File: src/rtl/aes128_byte_loader.sv
// Byte-stream front end for aes128_core: assembles 16 input bytes, starts the core, streams the 16-byte result out.
// Optional block counter output blk_cnt_o is enabled by defining AES_LOADER_BLKCNT_EN.
module aes128_byte_loader #(
  parameter int unsigned TIMEOUT_CYCLES = 4096,
  parameter int unsigned TMR_W          = 16
) (
  input  logic         clk,
  input  logic         rst_n,
  input  logic         in_valid_i,
  input  logic [7:0]   in_data_i,
  input  logic         in_dec_i,
  output logic         in_ready_o,
  output logic [127:0] core_text_o,
  output logic         core_start_enc_o,
  output logic         core_start_dec_o,
  input  logic         core_ready_i,
  input  logic         core_done_i,
  input  logic [127:0] core_text_i,
  output logic         out_valid_o,
  output logic [7:0]   out_data_o,
  output logic         out_last_o,
  input  logic         out_ready_i,
  output logic         busy_o,
  output logic         err_o
`ifdef AES_LOADER_BLKCNT_EN
  , output logic [15:0] blk_cnt_o
`endif
);

  typedef enum logic [1:0] {LOAD, ISSUE, WAIT, DRAIN} state_e;

  localparam logic [TMR_W-1:0] TMO_LAST = TMR_W'(TIMEOUT_CYCLES - 1);

  state_e           state_q;
  logic [3:0]       cnt_q;
  logic [3:0]       oidx_q;
  logic             dec_q;
  logic [127:0]     text_q;
  logic [127:0]     out_q;
  logic [TMR_W-1:0] tmr_q;
  logic             in_ready_q;
  logic             busy_q;
  logic             start_enc_q;
  logic             start_dec_q;
  logic             out_valid_q;
  logic             err_q;
  logic             in_fire;
  logic             out_fire;
  logic [6:0]       in_bpos;
`ifdef AES_LOADER_BLKCNT_EN
  logic [15:0]      blk_cnt_q;
`endif

  assign in_fire  = in_valid_i && in_ready_q;
  assign out_fire = out_valid_q && out_ready_i;
  // Byte 0 lands in [127:120]: bit offset is 8*(15-cnt).
  assign in_bpos  = {~cnt_q, 3'b000};

  always_ff @(posedge clk or negedge rst_n) begin
    if (!rst_n) begin
      state_q     <= LOAD;
      cnt_q       <= '0;
      oidx_q      <= '0;
      dec_q       <= 1'b0;
      text_q      <= '0;
      out_q       <= '0;
      tmr_q       <= '0;
      in_ready_q  <= 1'b1;
      busy_q      <= 1'b0;
      start_enc_q <= 1'b0;
      start_dec_q <= 1'b0;
      out_valid_q <= 1'b0;
      err_q       <= 1'b0;
`ifdef AES_LOADER_BLKCNT_EN
      blk_cnt_q   <= '0;
`endif
    end else begin
      start_enc_q <= 1'b0;
      start_dec_q <= 1'b0;
      case (state_q)
        LOAD: begin
          if (in_fire) begin
            text_q[in_bpos +: 8] <= in_data_i;
            cnt_q                <= cnt_q + 4'd1;
            if (cnt_q == 4'd0) begin
              dec_q <= in_dec_i;
              err_q <= 1'b0;
            end
            if (cnt_q == 4'd15) begin
              state_q    <= ISSUE;
              in_ready_q <= 1'b0;
              busy_q     <= 1'b1;
              // Pulse is registered here so it appears the cycle right after byte 15.
              if (core_ready_i) begin
                start_enc_q <= ~dec_q;
                start_dec_q <= dec_q;
              end
            end
          end
        end
        ISSUE: begin
          if (start_enc_q || start_dec_q) begin
            state_q <= WAIT;
            tmr_q   <= '0;
          end else if (core_ready_i) begin
            start_enc_q <= ~dec_q;
            start_dec_q <= dec_q;
          end
        end
        WAIT: begin
          // done has priority over a coincident timeout
          if (core_done_i) begin
            out_q       <= core_text_i;
            out_valid_q <= 1'b1;
            oidx_q      <= '0;
            state_q     <= DRAIN;
          end else if (TIMEOUT_CYCLES != 0 && tmr_q == TMO_LAST) begin
            err_q      <= 1'b1;
            state_q    <= LOAD;
            in_ready_q <= 1'b1;
            busy_q     <= 1'b0;
          end else begin
            tmr_q <= tmr_q + 1'b1;
          end
        end
        DRAIN: begin
          if (out_fire) begin
            out_q  <= {out_q[119:0], 8'h00};
            oidx_q <= oidx_q + 4'd1;
            if (oidx_q == 4'd15) begin
              out_valid_q <= 1'b0;
              state_q     <= LOAD;
              in_ready_q  <= 1'b1;
              busy_q      <= 1'b0;
`ifdef AES_LOADER_BLKCNT_EN
              blk_cnt_q   <= blk_cnt_q + 16'd1;
`endif
            end
          end
        end
        default: state_q <= LOAD;
      endcase
    end
  end

  assign in_ready_o       = in_ready_q;
  assign core_text_o      = text_q;
  assign core_start_enc_o = start_enc_q;
  assign core_start_dec_o = start_dec_q;
  assign out_valid_o      = out_valid_q;
  assign out_data_o       = out_q[127:120];
  assign out_last_o       = out_valid_q && (oidx_q == 4'd15);
  assign busy_o           = busy_q;
  assign err_o            = err_q;
`ifdef AES_LOADER_BLKCNT_EN
  assign blk_cnt_o        = blk_cnt_q;
`endif

endmodule

File: config.mk
export PLATFORM = sky130hd
export DESIGN_NAME = aes128_byte_loader
export DESIGN_NICKNAME = d
export VERILOG_FILES = /design/src/rtl/aes128_byte_loader.sv
export SDC_FILE = /design/constraint.sdc
export NUM_CORES = 1
export LEC_CHECK = 0
export ABC_AREA = 1
export CORE_ASPECT_RATIO = 0.9
export CORE_UTILIZATION = 58
export CTS_CLUSTER_DIAMETER = 150
export DETAILED_ROUTE_END_ITERATION = 6
export DONT_BUFFER_PORTS = 1
export PLACE_DENSITY = 0.77
export SLEW_MARGIN = 20
export SYNTH_ARGS = -nofsm -noshare
export SYNTH_HDL_FRONTEND = slang
export SYNTH_SLANG_ARGS = --single-unit
File: constraint.sdc
create_clock -name clk -period 2.1 [get_ports clk]
set_clock_uncertainty 0.05 [all_clocks]
set_input_delay 0.525 -clock clk [delete_from_list [all_inputs] [get_ports clk]]
set_output_delay 0.525 -clock clk [all_outputs]
set_load 0.01 [all_outputs]
== Yosys cells after proc, flatten, opt, wreduce, memory -nomap -nowiden ==
Cells that the tools add are included.

* Bits in registers: 289
* Input port bits: 143
* Logic and storage cells: 104

* Add/subtract/negate cells: 4
* Eq/ne operators: 17
* Shift-type cells: 2
* Muxes and demuxes: 48
* Bitwise gates (word level): 2
* Reduce and logical (&&, ||, !) cells: 18

{| class="wikitable"
|+ Operators by type and width
! operator !! number
|-
| $mux W128 || 2
|-
| $pmux W128 S2 || 1
|-
| $bwmux W128 || 1
|-
| $shift A8 B9 Y128 const A || 1
|-
| $shiftx A8 B9 Y128 || 1
|-
| $mux W16 || 3
|-
| $pmux W16 S2 || 1
|-
| $mux W1 || 23
|-
| $ne A2 B2 Y1 const B || 10
|-
| $add A16 B1 Y16 const B || 1
|-
| $eq A16 B12 Y1 const B || 1
|-
| $mux W2 || 7
|-
| $neg A7 Y9 || 1
|-
| $add A4 B1 Y4 const B || 2
|-
| $eq A4 B4 Y1 const B || 2
|-
| $mux W4 || 2
|-
| $pmux W1 S2 || 4
|-
| $pmux W2 S4 || 1
|-
| $pmux W4 S2 || 1
|-
| $reduce_and A4 Y1 || 2
|-
| $reduce_and A7 Y1 || 1
|-
| $pmux W1 S3 || 2
|-
| $reduce_and A3 Y1 || 2
|-
| $reduce_and A6 Y1 || 1
|-
| other kinds (13) || 18
|}

== Longest topological paths before layout ==
* Depth in word-level cells: 5
* Gate-level depth with buffers: 12
* Depth with buffers taken out: 9

== Least setup slack after synthesis ==
Ideal clock, no wire load.

* Kind: register to register
* Start: register cnt_q[0]
* End: register text_q[45] (netlist: core_text_o[45])
* Setup time: 117 ps
* Arrival time: 2,131 ps
* Setup slack: -198 ps
* Cell stages (with the launch flop): 13
* Clock period less this slack: 2,298 ps
* Cells stage by stage: dfrtp_1 buf_4 clkbuf_1 inv_1 ha_1 buf_2 inv_1 clkbuf_1 nor3_1 inv_1 nor2_1 o21ai_1 inv_1

* Cells in the longest elaborated chain, start to end: 4
* Elaborated cells between the ends (all ways): 5
* Those cells by class: 1 x add/sub; 2 x shift; 1 x mux; 1 x bitwise

{| class="wikitable"
|+ RTL lines
! item !! line !! RTL
|-
| start, declared || 35 || <nowiki>logic [3:0] cnt_q;</nowiki>
|-
| start signal, assigned || 84 || <nowiki>cnt_q <= cnt_q + 4'd1;</nowiki>
|-
| $not A4 Y4 (*) || 57 || <nowiki>assign in_bpos = {~cnt_q, 3'b000};</nowiki>
|-
| net in_bpos[3] || 49 || <nowiki>logic [6:0] in_bpos;</nowiki>
|-
| $neg A7 Y9 (*) || 83 || <nowiki>text_q[in_bpos +: 8] <= in_data_i;</nowiki>
|-
| $shiftx A8 B9 Y128 / $shift A8 B9 Y128 (equally long branches) || 83 ||
|-
| $bwmux W128 (*) || 83 ||
|-
| end signal, assigned by index || 83 ||
|-
| end, declared || 38 || <nowiki>logic [127:0] text_q;</nowiki>
|}

The timed path passes the listed nets; every way through them passes the cells marked *.
A chain may end at the register's enable or synchronous reset.

== Worst setup path after layout ==
* Start: register oidx_q[0]
* End: output out_last_o

* Cells in the longest elaborated chain, start to end: 2

{| class="wikitable"
|+ RTL lines
! item !! line !! RTL
|-
| start, declared || 36 || <nowiki>logic [3:0] oidx_q;</nowiki>
|-
| start signal, assigned || 129 || <nowiki>oidx_q <= oidx_q + 4'd1;</nowiki>
|-
| $eq A4 B4 Y1 || 152 || <nowiki>assign out_last_o = out_valid_q && (oidx_q == 4'd15);</nowiki>
|-
| $logic_and A1 B1 Y1 || 152 ||
|-
| end, declared || 21 || <nowiki>output logic out_last_o,</nowiki>
|}

Every way passes these cells.

==> reports/metrics.cfg <==
[global_routing]
gr-total-overflow=0
grt_pass1_wl_um=50200
grt_pass1_vias=9591
grt_max_degree=290
grt_usage=0.263
antenna_found_initial=0

[detailed_routing]
wl_per_cell_um=17.4
drc=0
vias_per_cell=5.63
drtIter0Drc=1135
totalWireLength_um=31200
vias=10117
antenna_left=0
first_pass_iters=7

[synth]
synth_area_leaders=dfrtp_1, nand2_1, a31oi_1
synth_edf_count=0
yosysTopAreaCell=dfrtp_1
synth_most_common_cell=nand2_1
synth_nets=1666
ys_warn_count=0
synth_top_area_share=0.538
yosysSeqAreaShare=0.540
synthFlopType=dfrtp_1
synth_area_per_cell_um2=8.85
ys_top_cells_by_count=nand2_1, dfrtp_1, nor2_1, a31oi_1, inv_1
synth_seq_cells=289
syn-cell-area_mm2=0.0134
syn_inst=1513
synthDistinctLibCells=43
synthArstFlopShare=1.00

[power_and_ir_drop]
clkPwrFrac=0.251
power.net_switching_uw=7340
combPwrFrac=0.309
p_int_uw=12300
pwr-share-seq=0.440
cellPowerDensity_mw_per_mm2=1360
leakagePower_uw=0.00670
vdd_drop_max_uv=934
swShare=0.374

[clocking]
clock_sinks=289
numCtsBuffers=29
cts.clk_slew.worst_paths_ns=0.06
htree_levels=1
post_cts_buffers=0
root_buffer=clkbuf_16
cts_tree=done
clockBufferDepth=3
clkLatencyLatePin_ns=0.53

[die]
die_width_um=162
start_util=0.593
fp.dieH_um=146
pin_count=286
coreArea_mm2=0.0226
dieArea_mm2=0.0237
rows=52

[worst_setup_path]
start_kind=flip-flop
cp-end-kind=output port
cp_cell_sequence=ha_1 > nand3_4 > nor2_4
cp_slowest_stage_delay_ns=0.39
crit_slowest_cell=dfrtp_1
path_depth=3
worstSetupPathType=reg2out
crit_buf_inv=0
cp.arrival_ns=1.41
critical_path_peak_fanout=4
reg2regPathDepth=10
crit_family=flip-flops
required_ns=1.52

[run_status]
status=finished with violations
violations=negative hold slack

[sta]
timing.final.crit_share=0.946
hold_violations=288
slew_viol_final=0
fin_hold_ws_ns=-0.357
tightest_slew_ns=1.12
finalSetupTns_ns=0
fin_crit_ns=1.99
setup_violations=0
rsz0062_at_grt=true
slew-limit-headroom=0.251
fmax_mhz=504

[cells_and_area]
antennaDiodeCount=0
post-route-cell-area_mm2=0.0144
final_cells=1797
syn2layout_area_growth_pct=7.91
nNetsFinal=1634
drive_above_1_share=0.130

[placed_design]
place_hpwl_um=21300
dp_cells=1746
place_congestion=0.871
place_area_mm2=0.0135
numPortBuffers=0

[run]
maxCapViolations=0

[worst_hold_path]
hold_path_class=in2async

[area by class of cell]
class,instances,area (um2)
Clock buffer,41,821
Clock inverter,9,75.1
Fill cell,1866,8130
Inverter,77,308
Multi-Input combinational cell,1060,5340
Sequential cell,289,7230
Tap cell,297,372
Timing Repair Buffer,24,300
[cells in the final DEF (no fill, tap or decap), types with 8 or more instances in the layout]
cell,n
nand2_1,507
inv_1,71
o21ai_0,31
o21ai_2,69
a31oi_1,120
nor2_1,169
nand2_2,11
nand3_1,36
dfrtp_1,287
clkbuf_16,30
o21ai_1,20
nor2_4,8
nand2_4,14
nor3_1,17
buf_4,16
a22o_1,8
[what timing repair did]
item / CTS / global route
gates resized for setup: 2 / 10
cloned: 0 / 1
pin swaps: 0 / 1
endpoints found under the hold margin: 289 / 289
setup endpoints to repair: 1 / 130
[cell families (layout without fill, tap and decap cells)]
family | count (synthesis) | count (layout) | synth area share
compound gates | 259 | 259 | 0.131
xor+xnor | 5 | 5 | 0.00383
fa+ha+maj | 10 | 10 | 0.00934
buf+inv | 164 | 151 | 0.0661
flops | 289 | 289 | 0.540
simple gates | 786 | 786 | 0.250
[power groups by stage]
stage | Clock [uW] | Sequential, uW | Combinational (uW)
finish | 4920 | 8630 | 6060
global route | 5230 | 8830 | 6860
CTS | 5010 | 8620 | 5960
detailed placement | 0 | 8690 | 5950
global placement | 0 | 8630 | 5690
floorplan | 0 | 8260 | 4970
[sequential cells by signal, summed over array words and instances (netlist names)]
register          count
core_text_o         128
out_q               128
tmr_q                16
cnt_q                 4
oidx_q                4
state_q               2
busy_o                1
core_start_dec_o      1
core_start_enc_o      1
dec_q                 1
err_o                 1
in_ready_o            1
out_valid_o           1
[stage by stage]
stage / power, uW / utilization / worst slack (ns)
after floorplan: 13200 / - / -0.0121
after global placement: 14300 / 0.596 / 0.140
after detailed placement: 14600 / 0.596 / 0.0406
after CTS: 19600 / 0.636 / 0.0240
after global routing: 20900 / 0.640 / -0.0192
final: 19600 / 0.640 / 0.114
[path summary, 6_finish.rpt]
kind | start | endpoint | slack [ns]
max | oidx_q[0] | out_last_o | 0.11
min | rst_n | out_q[98] | -0.36
max reg2reg | state_q[1] | core_text_o[65] | 0.13
min reg2reg | dec_q | core_start_enc_o | 0.40
max in group asynchronous | rst_n | out_q[40] | 1.44
min in group clk | in_dec_i | dec_q | 0.07
[metal layers]
metal | up-vias | global-route usage | part of all wire
met1 | 4805 | 0.373 | 0.44
met5 | - | 0 | 0
li1 | 4883 | - | -
met3 | 55 | 0.0702 | 0.085
met2 | 374 | 0.397 | 0.45
met4 | 0 | 0.0769 | 0.024
(Power assumes the default switching activity.)
